==> src/rtl/regfile_dump_streamer_pkg.sv <==
// -----------------------------------------------------------------------------
// regfile_dbg_pkg
// Shared definitions for the register-file dump streamer and its benches:
//   - NUM_REGS / ADDR_W / DATA_W : default register file geometry
//   - SP_RESET                   : reset value of x2 (stack pointer)
//   - state_t                    : dump engine states
// -----------------------------------------------------------------------------
package regfile_dbg_pkg;

  localparam int NUM_REGS = 32;
  localparam int ADDR_W   = 5;
  localparam int DATA_W   = 32;

  localparam logic [31:0] SP_RESET = 32'h2ffc;

  typedef enum logic [1:0] {
    IDLE   = 2'd0,
    STREAM = 2'd1,
    FINISH = 2'd2
  } state_t;

endpackage

==> src/rtl/regfile_dump_streamer_if.sv <==
// -----------------------------------------------------------------------------
// regfile_dump_streamer_if
// Valid/ready word stream carrying one register value per beat.
//   out_valid : producer holds a word
//   out_ready : consumer accepts when out_valid && out_ready at a rising edge
//   out_data  : register value
//   out_index : register index of out_data
//   out_last  : beat carries the final register
// Modports: master (producer side), slave (consumer side).
// -----------------------------------------------------------------------------
interface regfile_dump_streamer_if #(
  parameter int ADDR_W = regfile_dbg_pkg::ADDR_W,
  parameter int DATA_W = regfile_dbg_pkg::DATA_W
);

  logic              out_valid;
  logic              out_ready;
  logic [DATA_W-1:0] out_data;
  logic [ADDR_W-1:0] out_index;
  logic              out_last;

  modport master (
    output out_valid,
    output out_data,
    output out_index,
    output out_last,
    input  out_ready
  );

  modport slave (
    input  out_valid,
    input  out_data,
    input  out_index,
    input  out_last,
    output out_ready
  );

endinterface

==> src/rtl/regfile_dump_streamer.sv <==
// -----------------------------------------------------------------------------
// regfile_dump_streamer
// Debug read-out engine: on a start pulse it walks every architectural register
// through an asynchronous read port, streams each word with its index, keeps an
// XOR checksum of accepted words and raises busy (CPU freeze) while dumping.
//
// Ports:
//   clk      : system clock, rising edge
//   reset    : asynchronous active-low reset
//   start    : one-cycle dump request, honoured only when idle
//   rf_addr  : read address to the register file (combinational from state)
//   rf_data  : asynchronous read data for rf_addr
//   stream   : word stream (master side)
//   busy     : high while streaming and in the finish cycle
//   done     : one-cycle pulse when the dump completes
//   checksum : XOR of all accepted words, stable from done until next start
// -----------------------------------------------------------------------------
module regfile_dump_streamer #(
  parameter int NUM_REGS = regfile_dbg_pkg::NUM_REGS,
  parameter int ADDR_W   = regfile_dbg_pkg::ADDR_W,
  parameter int DATA_W   = regfile_dbg_pkg::DATA_W
) (
  input  logic                  clk,
  input  logic                  reset,
  input  logic                  start,
  output logic [ADDR_W-1:0]     rf_addr,
  input  logic [DATA_W-1:0]     rf_data,
  regfile_dump_streamer_if.master stream,
  output logic                  busy,
  output logic                  done,
  output logic [DATA_W-1:0]     checksum
);

  import regfile_dbg_pkg::*;

  localparam logic [ADDR_W-1:0] LAST_IDX = ADDR_W'(NUM_REGS - 1);

  state_t            state;
  logic [ADDR_W-1:0] idx;
  logic [ADDR_W-1:0] idx_nxt;
  logic              hs;

  assign idx_nxt = idx + 1'b1;
  assign hs      = stream.out_valid && stream.out_ready;

  // The read port always looks one register ahead of the word being offered,
  // so the next word is ready to capture on the handshake edge. idx saturates
  // at the last register, so the lookahead stops there.
  always_comb begin
    rf_addr = '0;
    case (state)
      STREAM:  rf_addr = (idx < LAST_IDX) ? idx_nxt : idx;
      FINISH:  rf_addr = idx;
      default: rf_addr = '0;
    endcase
  end

  always_ff @(posedge clk or negedge reset) begin
    if (!reset) begin
      state            <= IDLE;
      idx              <= '0;
      stream.out_valid <= 1'b0;
      stream.out_last  <= 1'b0;
      stream.out_data  <= '0;
      stream.out_index <= '0;
      busy             <= 1'b0;
      done             <= 1'b0;
      checksum         <= '0;
    end else begin
      done <= 1'b0;
      case (state)
        IDLE: begin
          if (start) begin
            stream.out_data  <= rf_data;
            stream.out_index <= '0;
            stream.out_valid <= 1'b1;
            stream.out_last  <= (LAST_IDX == '0);
            checksum         <= '0;
            idx              <= '0;
            busy             <= 1'b1;
            state            <= STREAM;
          end
        end

        STREAM: begin
          // Without a handshake every output holds; that is the stall.
          if (hs) begin
            checksum <= checksum ^ stream.out_data;
            if (idx == LAST_IDX) begin
              stream.out_valid <= 1'b0;
              stream.out_last  <= 1'b0;
              done             <= 1'b1;
              state            <= FINISH;
            end else begin
              idx              <= idx_nxt;
              stream.out_data  <= rf_data;
              stream.out_index <= idx_nxt;
              stream.out_last  <= (idx_nxt == LAST_IDX);
            end
          end
        end

        FINISH: begin
          // start is deliberately not looked at here; only IDLE accepts it.
          busy  <= 1'b0;
          state <= IDLE;
        end

        default: state <= IDLE;
      endcase
    end
  end

endmodule

==> src/flat_wrapper.sv <==
// flat-port wrapper written by rule: the top's interface ports become plain ports
module regfile_dump_streamer_flat import regfile_dbg_pkg::*;
#(
  parameter int NUM_REGS = regfile_dbg_pkg::NUM_REGS,
  parameter int ADDR_W   = regfile_dbg_pkg::ADDR_W,
  parameter int DATA_W   = regfile_dbg_pkg::DATA_W
)
  (clk, reset, start, rf_addr, rf_data, busy, done, checksum, stream_out_valid, stream_out_data, stream_out_index, stream_out_last, stream_out_ready);
  regfile_dump_streamer_if #(.ADDR_W(ADDR_W), .DATA_W(DATA_W)) stream_i ();
  input  logic clk;
  input  logic reset;
  input  logic start;
  output logic [ADDR_W-1:0] rf_addr;
  input  logic [DATA_W-1:0] rf_data;
  output logic busy;
  output logic done;
  output logic [DATA_W-1:0] checksum;
  output wire logic [$bits(stream_i.out_valid)-1:0] stream_out_valid;
  output wire logic [$bits(stream_i.out_data)-1:0] stream_out_data;
  output wire logic [$bits(stream_i.out_index)-1:0] stream_out_index;
  output wire logic [$bits(stream_i.out_last)-1:0] stream_out_last;
  input wire logic [$bits(stream_i.out_ready)-1:0] stream_out_ready;
  assign stream_out_valid = stream_i.out_valid;
  assign stream_out_data = stream_i.out_data;
  assign stream_out_index = stream_i.out_index;
  assign stream_out_last = stream_i.out_last;
  assign stream_i.out_ready = stream_out_ready;
  regfile_dump_streamer #(.NUM_REGS(NUM_REGS), .ADDR_W(ADDR_W), .DATA_W(DATA_W)) u_core (.clk(clk), .reset(reset), .start(start), .rf_addr(rf_addr), .rf_data(rf_data), .stream(stream_i), .busy(busy), .done(done), .checksum(checksum));
endmodule
==> config.mk <==
export PLATFORM = sky130hd
export DESIGN_NAME = regfile_dump_streamer_flat
export DESIGN_NICKNAME = d
export VERILOG_FILES = /design/src/rtl/regfile_dump_streamer_pkg.sv /design/src/rtl/regfile_dump_streamer_if.sv /design/src/rtl/regfile_dump_streamer.sv /design/src/flat_wrapper.sv
export SDC_FILE = /design/constraint.sdc
export NUM_CORES = 1
export LEC_CHECK = 0
export ABC_AREA = 1
export CORE_MARGIN = 1
export CORE_UTILIZATION = 25
export CTS_BUF_LIST = sky130_fd_sc_hd__clkbuf_8
export DETAILED_ROUTE_END_ITERATION = 7
export GPL_TIMING_DRIVEN = 0
export PLACE_DENSITY_LB_ADDON = 0.12
export SLEW_MARGIN = 20
export SYNTH_ARGS = -nofsm -noshare
export SYNTH_HDL_FRONTEND = slang
export SYNTH_SLANG_ARGS = --single-unit
==> constraint.sdc <==
create_clock -name clk -period 3.5 [get_ports clk]
set_clock_uncertainty 0.1 [all_clocks]
set_input_delay 0.7 -clock clk [delete_from_list [all_inputs] [get_ports clk]]
set_output_delay 0.7 -clock clk [all_outputs]
set_load 0.01 [all_outputs]
[Word level (Yosys, flattened, before mapping)]
Index checks and enable logic that the tools add are counted.
Cells by class
  muxes and demuxes: 29
  add/sub/neg operators: 1
  order comparisons: 1
  reductions and logical operators: 9
  bitwise operators: 1
  equal/unequal tests: 8
Operators with widths (count)
  32-bit two-way mux: 5
  32-bit case mux with 2 select lines: 2
  32-bit XOR: 1
  5-bit two-way mux: 4
  5-bit case mux with 2 select lines: 2
  5-bit equality test, second input constant: 2
  1-bit two-way mux: 9
  4-bit AND reduction: 2
  2-bit two-way mux: 3
  1-bit case mux with 2 select lines: 3
  3-bit AND reduction: 2
  5-bit by 1-bit adder with 5-bit output, second input constant: 1
  5-bit less-than comparator, second input constant: 1
  2-bit by 1-bit != test with 1-bit output, second input constant: 2
  2-bit != test, second input constant: 2
  2-bit case mux with 2 select lines: 1
  2-bit nonzero test: 2
  2-bit by 1-bit equality test with 1-bit output, second input constant: 1
  2-bit equality test, second input constant: 1
  2-bit logical NOT: 1
  2-bit AND reduction: 1
  1-bit logical AND: 1
Storage, ports and cells
  register bits: 75

[Depth between registers and ports, before layout]
  depth after elaboration: 5
  depth in mapped cells: 11
  mapped depth without buffers: 10

[Least setup slack after synthesis]
No wires, ideal clock.
  path kind: flip-flop to output port
  start point: register u_core.idx[0]
  end point: output rf_addr[4]
  buffers on the path: 0
  slack: 1.296 ns
  cell stages (with the launch flop): 7
  arrival time: 1.404 ns
  cell sequence: dfrtp_1 ha_1 nand2_1 nor2_1 ha_1 nand2_1 a31oi_1
Between the ends
  longest elaborated chain between the ends: 3
Ends and longest elaborated chain
  from (decl): RTL line regfile_dump_streamer.sv:39  | logic [ADDR_W-1:0] idx;
  from (signal assigned): RTL line regfile_dump_streamer.sv:95  | idx <= idx_nxt;
  5-bit by 1-bit adder with 5-bit output or 5-bit less-than comparator (tied branches): RTL line regfile_dump_streamer.sv:43, regfile_dump_streamer.sv:52
  5-bit two-way mux (*): RTL line regfile_dump_streamer.sv:52  | STREAM: rf_addr = (idx < LAST_IDX) ? idx_nxt : idx;
  5-bit case mux with 2 select lines (*): RTL line regfile_dump_streamer.sv:51  | case (state)
  to (decl): RTL line flat_wrapper.sv:13  | output logic [ADDR_W-1:0] rf_addr;
Every way passes the cells marked *; elsewhere a longest branch is shown, timed or not.

[Worst setup path in the final report]
  start point: register u_core.state[1]
  end point: output rf_addr[2]
Between the ends
  longest elaborated chain between the ends: 2
Ends and longest elaborated chain
  from (decl): RTL line regfile_dump_streamer.sv:38  | state_t state;
  from (signal assigned): RTL line regfile_dump_streamer.sv:60  | state <= IDLE;
  from (signal assigned): RTL line regfile_dump_streamer.sv:81  | state <= STREAM;
  from (signal assigned): RTL line regfile_dump_streamer.sv:93  | state <= FINISH;
  2-bit equality test or 2-bit by 1-bit equality test with 1-bit output (tied branches): RTL line regfile_dump_streamer.sv:51
  5-bit case mux with 2 select lines (*): RTL line regfile_dump_streamer.sv:51
Marked as above.

==> out/qor.csv <==
stage,metric,value,unit
yosys,netlist_top_cells_area,"dfrtp_1 (52%), nand2_1 (20%), or2_2 (5.7%)",
sta,slew_violations,0,
drt,wl_per_cell,13.3,um
critical_path,timing.rr.end,u_core.stream.out_data[11]$_DFFE_PN0P_,
finish,drive_above_1_share,13.4,%
critical_path,crit_type,flop to primary output,
power,peakVddDrop,0.312,mV
clock_tree,clk_latency,360,ps
finish,regArea,0.00188,mm2
sta,fin_crit,3220,ps
critical_path,crit_family,buffers and inverters,
yosys,synth_nets,481,
grt,grt_usage,14.3,%
clock_tree,clkTransAtPathRegs,70,ps
power,p_leak,2.35,nW
placement,hpwl,7.06,mm
yosys,yosysTopAreaCell,dfrtp_1,
clock_tree,cts_root_buf,clkbuf_8,
critical_path,reg2regPathDepth,11,
critical_path,critPathCaptureType,primary output,
clock_tree,numCtsBuffers,9,
grt,grt_pass1_wl,15.8,mm
critical_path,cp_slowest_cell,clkdlybuf4s50_1,
floorplanning,ios,114,
clock_tree,clockBufferDepth,2,
critical_path,critPathRequiredTime,2700,ps
grt,grt_use_met3,4.21,%
worst_hold_path,min_path_type,input port to async pin,
finish,utilization,37.3,%
finish,fin_area,0.00522,mm2
sta,setup_viol,0,
critical_path,critPathMaxFanout,16,
yosys,synthFlopType,dfrtp_1,
yosys,synth_seq_cells,75,
critical_path,crit_arrival,2420,ps
grt,grt_max_degree,43,
yosys,synthMostInstantiatedCell,nand2_1,
sta,period_share,91.9,%
placement,numPortBuffers,113,
critical_path,worstPathBufferInverterCount,3,
grt,grtUsageMet1,18.9,%
yosys,synthTopCellsByCount,"nand2_1 (195), dfrtp_1 (75), nand3_1 (38)",
drt,antenna_left,0,
drt,routed_via_density,4.35,
grt,antenna_found_initial,0,
grt,gr-usage-met2,21.8,%
critical_path,r2r_start,u_core.idx[0]$_DFFE_PN0P_,
clock_tree,ctsHoldBuffers,0,
critical_path,max_stage_delay,570,ps
finish,syn_to_final_growth,44.5,%
floorplanning,core,0.0140,mm2
clock_tree,tritoncts,built,
finish,nets,605,
yosys,avgSynthCellArea,8.22,um2
drt,wl,9.98,mm
critical_path,r2r_setup_slack,1390,ps
yosys,syn_inst,439,
drt,drc,0,
finish,insertedDiodeCount,0,
yosys,mappedNetlistArea,0.00361,mm2
floorplanning,fp.dieH,122,um
yosys,yosysSeqAreaShare,52.0,%
critical_path,cp_cell_sequence,"inv_1, ha_1, buf_4, nand2_1, nor2_1, nand3_1, a31oi_1, clkdlybuf4s50_1",
floorplanning,die_w,122,um
sta,rsz0062_at_grt,no,
floorplanning,start_util,25.8,%
floorplanning,die-area,0.0149,mm2
sta,slew_headroom,66.1,%
drt,dr.pass1.iters,5,
sta,fmax,0.311,GHz
finish,nFillCells,1488,
grt,grt_pass1_vias,2998,
placement,gp_congestion,0.745,
floorplanning,rows,43,
grt,grt-busiest-layer,met2,
clock_tree,h-tree-depth,3,
drt,num_vias,3252,
finish,multi_input_area,0.00153,mm2
clock_tree,cts_resized,0,
sta,hold_violations,0,
yosys,yosysWarningCount,0,
drt,drtIter0Drc,114,
clock_tree,cts_setup_buffers,0,
yosys,yosys.area.top_type_share,52.0,%
power,power_density,857,mW/mm2
critical_path,start_kind,flop,
yosys,synth_edf_count,0,
run_status,status,completed,
yosys,synth_async_sr_flop_share,100,%
yosys,yosysUniqueCellTypes,22,
clock_tree,clkSinkCount,75,
placement,dpl-instance-area,0.00499,mm2
sta,tightest_slew,509,ps
run,cap_violations,0,
grt,globalRouteOverflowTotal,0,
[logic make-up after synthesis]
kind of cell             share of synthesized area (%)
buffers and inverters                             5.55
flip-flops                                        52.0
AND/OR/NAND/NOR                                   33.1
AO/OA/AOI/OAI                                     7.28
adder cells (fa/ha/maj)                           2.08
[worst reg2reg max path: cells and delay by family (launching register included)]
family | cells | cell delay (ps)
fa+ha+maj | 2 | 440
simple gates | 7 | 720
buf+inv | 2 | 270
flops | 1 | 470
[sequential cells by signal, summed over array words and instances (netlist names)]
register	cells
u_core.done	1
u_core.stream.out_last	1
u_core.stream.out_valid	1
u_core.state	2
u_core.busy	1
u_core.idx	5
u_core.stream.out_data	32
u_core.checksum	32
[per-stage QoR]
stage	total power, W	TNS, ps	setup slack, ps	cells	hold slack (ps)
final	0.00447	0	283	748	186
after floorplan	0.00273	0	1300	439	304
after CTS	0.00458	0	8.52	749	187
after global placement	0.00375	-102030	-1370	732	394
after global routing	0.00487	0	93.9	748	217
after detailed placement	0.00378	0	442	733	392
[power breakdown]
part	switching (W)	internal (W)
combinational	0.00118	0.00107
clock	0.000330	0.000437
sequential	0.000286	0.00116
[worst max-delay path by stage]
stage                                       endpoint                        start  cells after the start  slack [ps]
6_report                                  rf_addr[2]  u_core.state[1]$_DFFE_PN0P_                      8         280
5_1_grt                                   rf_addr[3]  u_core.state[1]$_DFFE_PN0P_                     10          90
4_1_cts                                   rf_addr[4]  u_core.state[1]$_DFFE_PN0P_                      8           9
3_5_place_dp                              rf_addr[4]  u_core.state[1]$_DFFE_PN0P_                      8         440
3_3_place_gp   u_core.stream.out_data[6]$_DFFE_PN0P_                        reset                      1       -1370
2_1_floorplan                             rf_addr[4]    u_core.idx[0]$_DFFE_PN0P_                      6        1300
[layout make-up]
type | instances | area share (%)
well taps | 180 | 4.32
plain buffers | 17 | 2.66
inverters | 15 | 1.13
multi-input cells | 331 | 29.4
clock buffers | 11 | 2.90
clock inverters | 5 | 1.44
repair buffers | 114 | 22.2
flip-flops and latches | 75 | 36.0
[placed cells by master (no fill, tap or decap)]
cell	Yosys	layout
clkbuf_4	0	1
a31oi_1	3	3
o21ai_0	10	10
buf_2	5	3
inv_4	1	1
buf_6	7	7
o21ai_1	26	26
buf_16	0	1
nor2_8	1	1
bufinv_16	0	2
clkdlybuf4s50_1	0	112
nand2_2	1	1
ha_1	6	6
nor2_1	9	9
buf_4	4	5
inv_2	1	1
dfrtp_1	75	75
inv_1	13	13
clkinv_2	0	3
nand3_1	38	38
nand2_1	195	195
or2_2	33	33
o22ai_1	1	1
clkbuf_8	0	11
o21ai_2	6	6
a21oi_1	1	1
clkbuf_1	2	2
nand4_1	1	1
[metal layers]
metal	part of all wire [%]	wire, um
met4	1.5	147
met3	6.0	594
met1	47	4740
met2	45	4500
met5	0	0
Power figures use the tool's default switching activity.
